--- src/rtl/sram_ingress_framer.sv ---
// Packet ingress buffer: validates a length header, stores header plus payload in a circular
// SRAM, and exposes only fully received packets to a first-word-fall-through read port.
module sram_ingress_framer #(
    parameter int unsigned DATA_W = 64,
    parameter int unsigned DEPTH  = 32,
    parameter int unsigned LEN_W  = 7
) (
    input  logic                      clk,
    input  logic                      rst_n,
    input  logic                      wr_sop,
    input  logic                      wr_vld,
    input  logic                      wr_eop,
    input  logic [DATA_W-1:0]         wr_data,
    input  logic                      out_ready,
    output logic                      out_vld,
    output logic                      out_sop,
    output logic                      out_eop,
    output logic [DATA_W-1:0]         out_data,
    output logic                      err_drop,
    output logic [7:0]                drop_cnt,
    output logic [$clog2(DEPTH):0]    free_words
);

    localparam int unsigned AW = $clog2(DEPTH);
    localparam int unsigned PW = AW + 1;

    typedef enum logic [1:0] {StIdle, StHdr, StPay, StDrop} state_t;

    state_t            state_q;
    logic [PW-1:0]     wr_ptr_q, commit_ptr_q, rd_ptr_q;
    logic [LEN_W-1:0]  pay_len_q, pay_cnt_q, rd_cnt_q;
    logic              pay_ovf_q;
    logic              err_drop_q;
    logic [7:0]        drop_cnt_q;

    logic [DATA_W-1:0] mem [DEPTH];

    logic [LEN_W-1:0]  hdr_len;
    logic [PW-1:0]     fill;
    logic              word_in;
    logic              hdr_ok;
    logic              pay_ok;
    logic              mem_we;
    logic              drop_evt;
    logic              rd_xfer;
    logic [DATA_W-1:0] rd_word;

    always_comb begin
        hdr_len    = wr_data[7 +: LEN_W];
        fill       = wr_ptr_q - rd_ptr_q;
        free_words = PW'(DEPTH) - fill;
        // A plain data word: sop and eop cycles never carry payload.
        word_in    = wr_vld && !wr_sop && !wr_eop;
        // Whole packet must fit at header time, so PAY can never overrun the reader.
        hdr_ok     = (hdr_len != '0) && (32'(hdr_len) <= DEPTH - 1)
                     && (32'(hdr_len) + 32'd1 <= 32'(free_words));
        pay_ok     = !pay_ovf_q && (pay_cnt_q == pay_len_q);
        mem_we     = ((state_q == StHdr) && word_in && hdr_ok)
                     || ((state_q == StPay) && word_in && (pay_cnt_q != pay_len_q));
        drop_evt   = 1'b0;
        unique case (state_q)
            StHdr:   drop_evt = wr_sop || wr_eop || (wr_vld && !hdr_ok);
            StPay:   drop_evt = wr_sop || (wr_eop && !pay_ok);
            default: drop_evt = 1'b0;
        endcase
    end

    always_comb begin
        rd_word  = mem[rd_ptr_q[AW-1:0]];
        out_vld  = (rd_ptr_q != commit_ptr_q);
        out_data = out_vld ? rd_word : '0;
        out_sop  = out_vld && (rd_cnt_q == '0);
        out_eop  = out_vld && (rd_cnt_q == LEN_W'(1));
        rd_xfer  = out_vld && out_ready;
        err_drop = err_drop_q;
        drop_cnt = drop_cnt_q;
    end

    always_ff @(posedge clk) begin
        if (mem_we) begin
            mem[wr_ptr_q[AW-1:0]] <= wr_data;
        end
    end

    always_ff @(posedge clk or negedge rst_n) begin
        if (!rst_n) begin
            state_q      <= StIdle;
            wr_ptr_q     <= '0;
            commit_ptr_q <= '0;
            pay_len_q    <= '0;
            pay_cnt_q    <= '0;
            pay_ovf_q    <= 1'b0;
            err_drop_q   <= 1'b0;
            drop_cnt_q   <= '0;
        end else begin
            err_drop_q <= drop_evt;
            if (drop_evt && (drop_cnt_q != 8'hff)) begin
                drop_cnt_q <= drop_cnt_q + 8'd1;
            end
            if (mem_we) begin
                wr_ptr_q <= wr_ptr_q + PW'(1);
            end
            unique case (state_q)
                StIdle: begin
                    if (wr_sop) state_q <= StHdr;
                end
                StHdr: begin
                    if (wr_sop) begin
                        state_q <= StHdr;
                    end else if (wr_eop) begin
                        state_q <= StIdle;
                    end else if (wr_vld) begin
                        state_q   <= hdr_ok ? StPay : StDrop;
                        pay_len_q <= hdr_len;
                        pay_cnt_q <= '0;
                        pay_ovf_q <= 1'b0;
                    end
                end
                StPay: begin
                    if (wr_sop) begin
                        state_q  <= StHdr;
                        wr_ptr_q <= commit_ptr_q;
                    end else if (wr_eop) begin
                        state_q <= StIdle;
                        if (pay_ok) commit_ptr_q <= wr_ptr_q;
                        else        wr_ptr_q     <= commit_ptr_q;
                    end else if (wr_vld) begin
                        if (pay_cnt_q != pay_len_q) pay_cnt_q <= pay_cnt_q + LEN_W'(1);
                        else                        pay_ovf_q <= 1'b1;
                    end
                end
                StDrop: begin
                    // Already counted on entry; a new sop just restarts framing.
                    if (wr_sop)      state_q <= StHdr;
                    else if (wr_eop) state_q <= StIdle;
                end
                default: state_q <= StIdle;
            endcase
        end
    end

    always_ff @(posedge clk or negedge rst_n) begin
        if (!rst_n) begin
            rd_ptr_q <= '0;
            rd_cnt_q <= '0;
        end else if (rd_xfer) begin
            rd_ptr_q <= rd_ptr_q + PW'(1);
            rd_cnt_q <= out_sop ? rd_word[7 +: LEN_W] : rd_cnt_q - LEN_W'(1);
        end
    end

endmodule

--- config.mk ---
export PLATFORM = sky130hd
export DESIGN_NAME = sram_ingress_framer
export DESIGN_NICKNAME = d
export VERILOG_FILES = /design/src/rtl/sram_ingress_framer.sv
export SDC_FILE = /design/constraint.sdc
export NUM_CORES = 2
export LEC_CHECK = 0
export ABC_AREA = 1
export BUFFER_PORTS_ARGS = -buffer_cell sky130_fd_sc_hd__buf_4
export CORE_MARGIN = 2
export CORE_UTILIZATION = 35
export CTS_CLUSTER_DIAMETER = 120
export CTS_CLUSTER_SIZE = 10
export DETAILED_ROUTE_END_ITERATION = 12
export GPL_ROUTABILITY_DRIVEN = 1
export GPL_TIMING_DRIVEN = 0
export REMOVE_ABC_BUFFERS = 1
export SLEW_MARGIN = 30
export SYNTH_ARGS = -nofsm -noshare
export SYNTH_HDL_FRONTEND = slang
export SYNTH_SLANG_ARGS = --single-unit
--- constraint.sdc ---
create_clock -name clk -period 13.88 [get_ports clk]
set_clock_uncertainty 0.15 [all_clocks]
set_input_delay 0.694 -clock clk [delete_from_list [all_inputs] [get_ports clk]]
set_output_delay 0.694 -clock clk [all_outputs]
set_load 0.005 [all_outputs]
==> impl_metrics.toml <==
[status]
status = "finished, final reports clean"

[global_routing]
antenna_found_initial = 12
grt_pass1_wl_microns = 349000
overflow = 0
grt_pass1_vias = 51700
grt_max_degree = 193
gr-usage-all-layers_pct = 19.3

[routing]
vias = 54300
via_per_inst = 5.57
ant_nets = 0
drtIter0Drc = 6989
dr.pass1.iters = 8
drcViolationCount = 0
wirelength_microns = 241000
post_drt_wl_per_cell_microns = 24.7

[critical_path]
slowest_delay_ns = 0.62
cp_max_fo = 123
r2r-start = "rd_ptr_q[0]"
cp_common_cell = "nand2_1"
rrSetupSlack_ns = 6.37
cp-start-kind = "flop"
crit_type = "flop to flop"
cp_data_arrival_time_ns = 7.89
r2r-end = "mem[11][6]"
cp-startpoint = "rd_ptr_q[0]"
worst_ep_required_time_ns = 14.26
critPathCaptureType = "flop"
r2r_cells = 28
cpMaxStageDelayCell = "dfrtp_4"

[layout]
final_util_pct = 41.8
layout_commonest_cell = "edfxtp_1"
nets = 6649
drive_gt1_share_pct = 10.8
areaGrowthSynthToFinish_pct = 18.9
final_cell_mix = "edfxtp_1 (2048), nor2_1 (1251), o21ai_0 (1042), nand2_1 (387), o22ai_1 (305)"

[floorplan]
io_pins = 152
std_cell_rows = 179
dieArea_sq_um = 242000
fp.coreArea_sq_um = 237000
fp.dieH_microns = 492
die_w_microns = 492
start_util_pct = 35.2

[power]
powerDensity_nw_per_um2 = 191
ir_drop_mv = 0.208
p_leak_nw = 32.1

[clock_network]
numCtsBuffers = 227
clk_pin_slew_worst_paths_ns = 0.06
clkLatencyLatePin_ns = 0.85
cts_root_buffer = "clkbuf_16"
cts_setup_buffers = 0
cts_resized = 0
htree_num_levels = 4
clkSinkCount = 2099
tritoncts = "built"
cts_buffer_depth = 3

[timing]
drv_slew = 0
tightest_slew_ns = 0.963
fin_setup_tns_ns = 0
finalCriticalPeriod_ns = 7.51
timing.fmax_mhz = 133
min_period_over_period_pct = 54.1
hold_violations = 0
rsz0062_at_grt = "false"
setup_viol = 0
slew_headroom_pct = 35.8

[worst_hold_path]
hold_end = "rd_cnt_q[4]"
hold_depth = 4
hold_path.class = "input port to flop"
holdCritStartpoint = "out_ready"

[place]
place_congestion = 0.738
hpwl_microns = 148000
io_buffers = 151

[synthesis]
synth_cell_type_count = 43
yosys_most_used_dff = "edfxtp_1"
synth_top_cell_by_area = "edfxtp_1"
synth_area_leaders = "edfxtp_1 (74%), o21ai_0 (6.2%), nor2_1 (5.8%)"
synth-edff-count = 2048
ys_ff_latch = 2099
ys_warn_count = 0
syn_area_per_cell_sq_um = 13.2
synthArstFlopShare_pct = 2.43
synth_top_area_share_pct = 73.7
ys_seq_area_share_pct = 75.2
syn_inst = 6340
synth.cell_area_sq_um = 83500

[flow_run]
drv_cap = 0
[worst max-delay path, delay by kind of cell, from the launching register on]
kind,cells,cell delay (ns)
flops,1,0.62
simple gates,7,1.99
buf+inv,13,2.16
fa+ha+maj,4,1.27
compound gates,3,0.37
xor+xnor,1,0.30
[flip-flops by register name (all words and copies together), names as in the netlist]
name          cells
state_q           2
commit_ptr_q      6
rd_ptr_q          6
wr_ptr_q          6
err_drop          1
drop_cnt          8
rd_cnt_q          7
pay_len_q         7
mem            2048
pay_ovf_q         1
pay_cnt_q         7
[Yosys cell counts (11+ instances only)]
library cell and n:
nand2_1 387, clkbuf_1 227, buf_4 41, buf_2 121, ha_1 31, o211ai_1 118
o22ai_1 305, edfxtp_1 2048, dfrtp_1 51, xor2_1 28, buf_6 34, nand4_1 24
buf_1 13, a21oi_1 61, o21ai_0 1042, a31oi_1 34, nor2_1 1282, o211a_1 11
inv_1 67, o221ai_1 93, nand3_1 184, o21ai_1 79
[area by class of cell]
class	count	area (sq um)
antenna	4	10.0
inverter	76	339
clock inverter	9	155
tap	3167	3960
sequential	2099	62800
clock buffer	248	5780
multi-input combinational	3727	18400
timing repair buffer	416	7780
fill	21100	138000
[how the worst max path moves through the flow]
stage | endpoint | slack [ns] | cells past startpoint
2_1_floorplan | mem[15][0] | -24.16 | 20
3_3_place_gp | mem[15][23] | -74.48 | 20
3_5_place_dp | mem[11][6] | 6.58 | 28
4_1_cts | mem[11][6] | 6.56 | 28
5_1_grt | mem[11][34] | 6.02 | 28
6_report | mem[11][6] | 6.37 | 28
[timing repair]
action                                  4_1_cts  5_1_grt
endpoints found under the setup margin        0        0
hold buffers                                  1        0
hold endpoints to repair                     51        0
[power by group]
group | switching [mW] | total [mW] | internal [mW]
registers | 0.134 | 7.16 | 7.02
clock network | 2.27 | 5.16 | 2.89
logic | 4.38 | 6.64 | 2.26
total | 6.79 | 19.0 | 12.2
[per-layer routing]
metal,GRT usage [%],routed length [microns],part of all wire [%],up-vias
met5,0,61,0.025,-
met4,5.58,5970,2.5,10
met3,3.10,20300,8.4,413
met2,30.7,114000,47,2547
met1,27.2,101000,42,27500
li1,-,-,-,23900
[per-stage QoR]
step                setup WS, ns  power (mW)  area [sq um]  cells  hold WS, ns
global route                6.02        19.9         99200   9745       0.0484
CTS                         6.56        19.0         99200   9742       0.0130
detailed placement          6.58        13.9         93300   9484        0.332
floorplan                 -24.16        11.6         81200   5902        0.248
global placement          -74.48        13.3         86300   9220        0.328
finish                      6.37        19.0         99200   9746       0.0634
[cells by family after synthesis]
family | Yosys count | synth area share, %
xor+xnor | 37 | 0.388
flops | 2099 | 75.2
compound gates | 1750 | 11.9
buf+inv | 514 | 3.02
simple gates | 1908 | 9.04
fa+ha+maj | 32 | 0.489
Note: power is estimated with default switching activity, not from simulation.
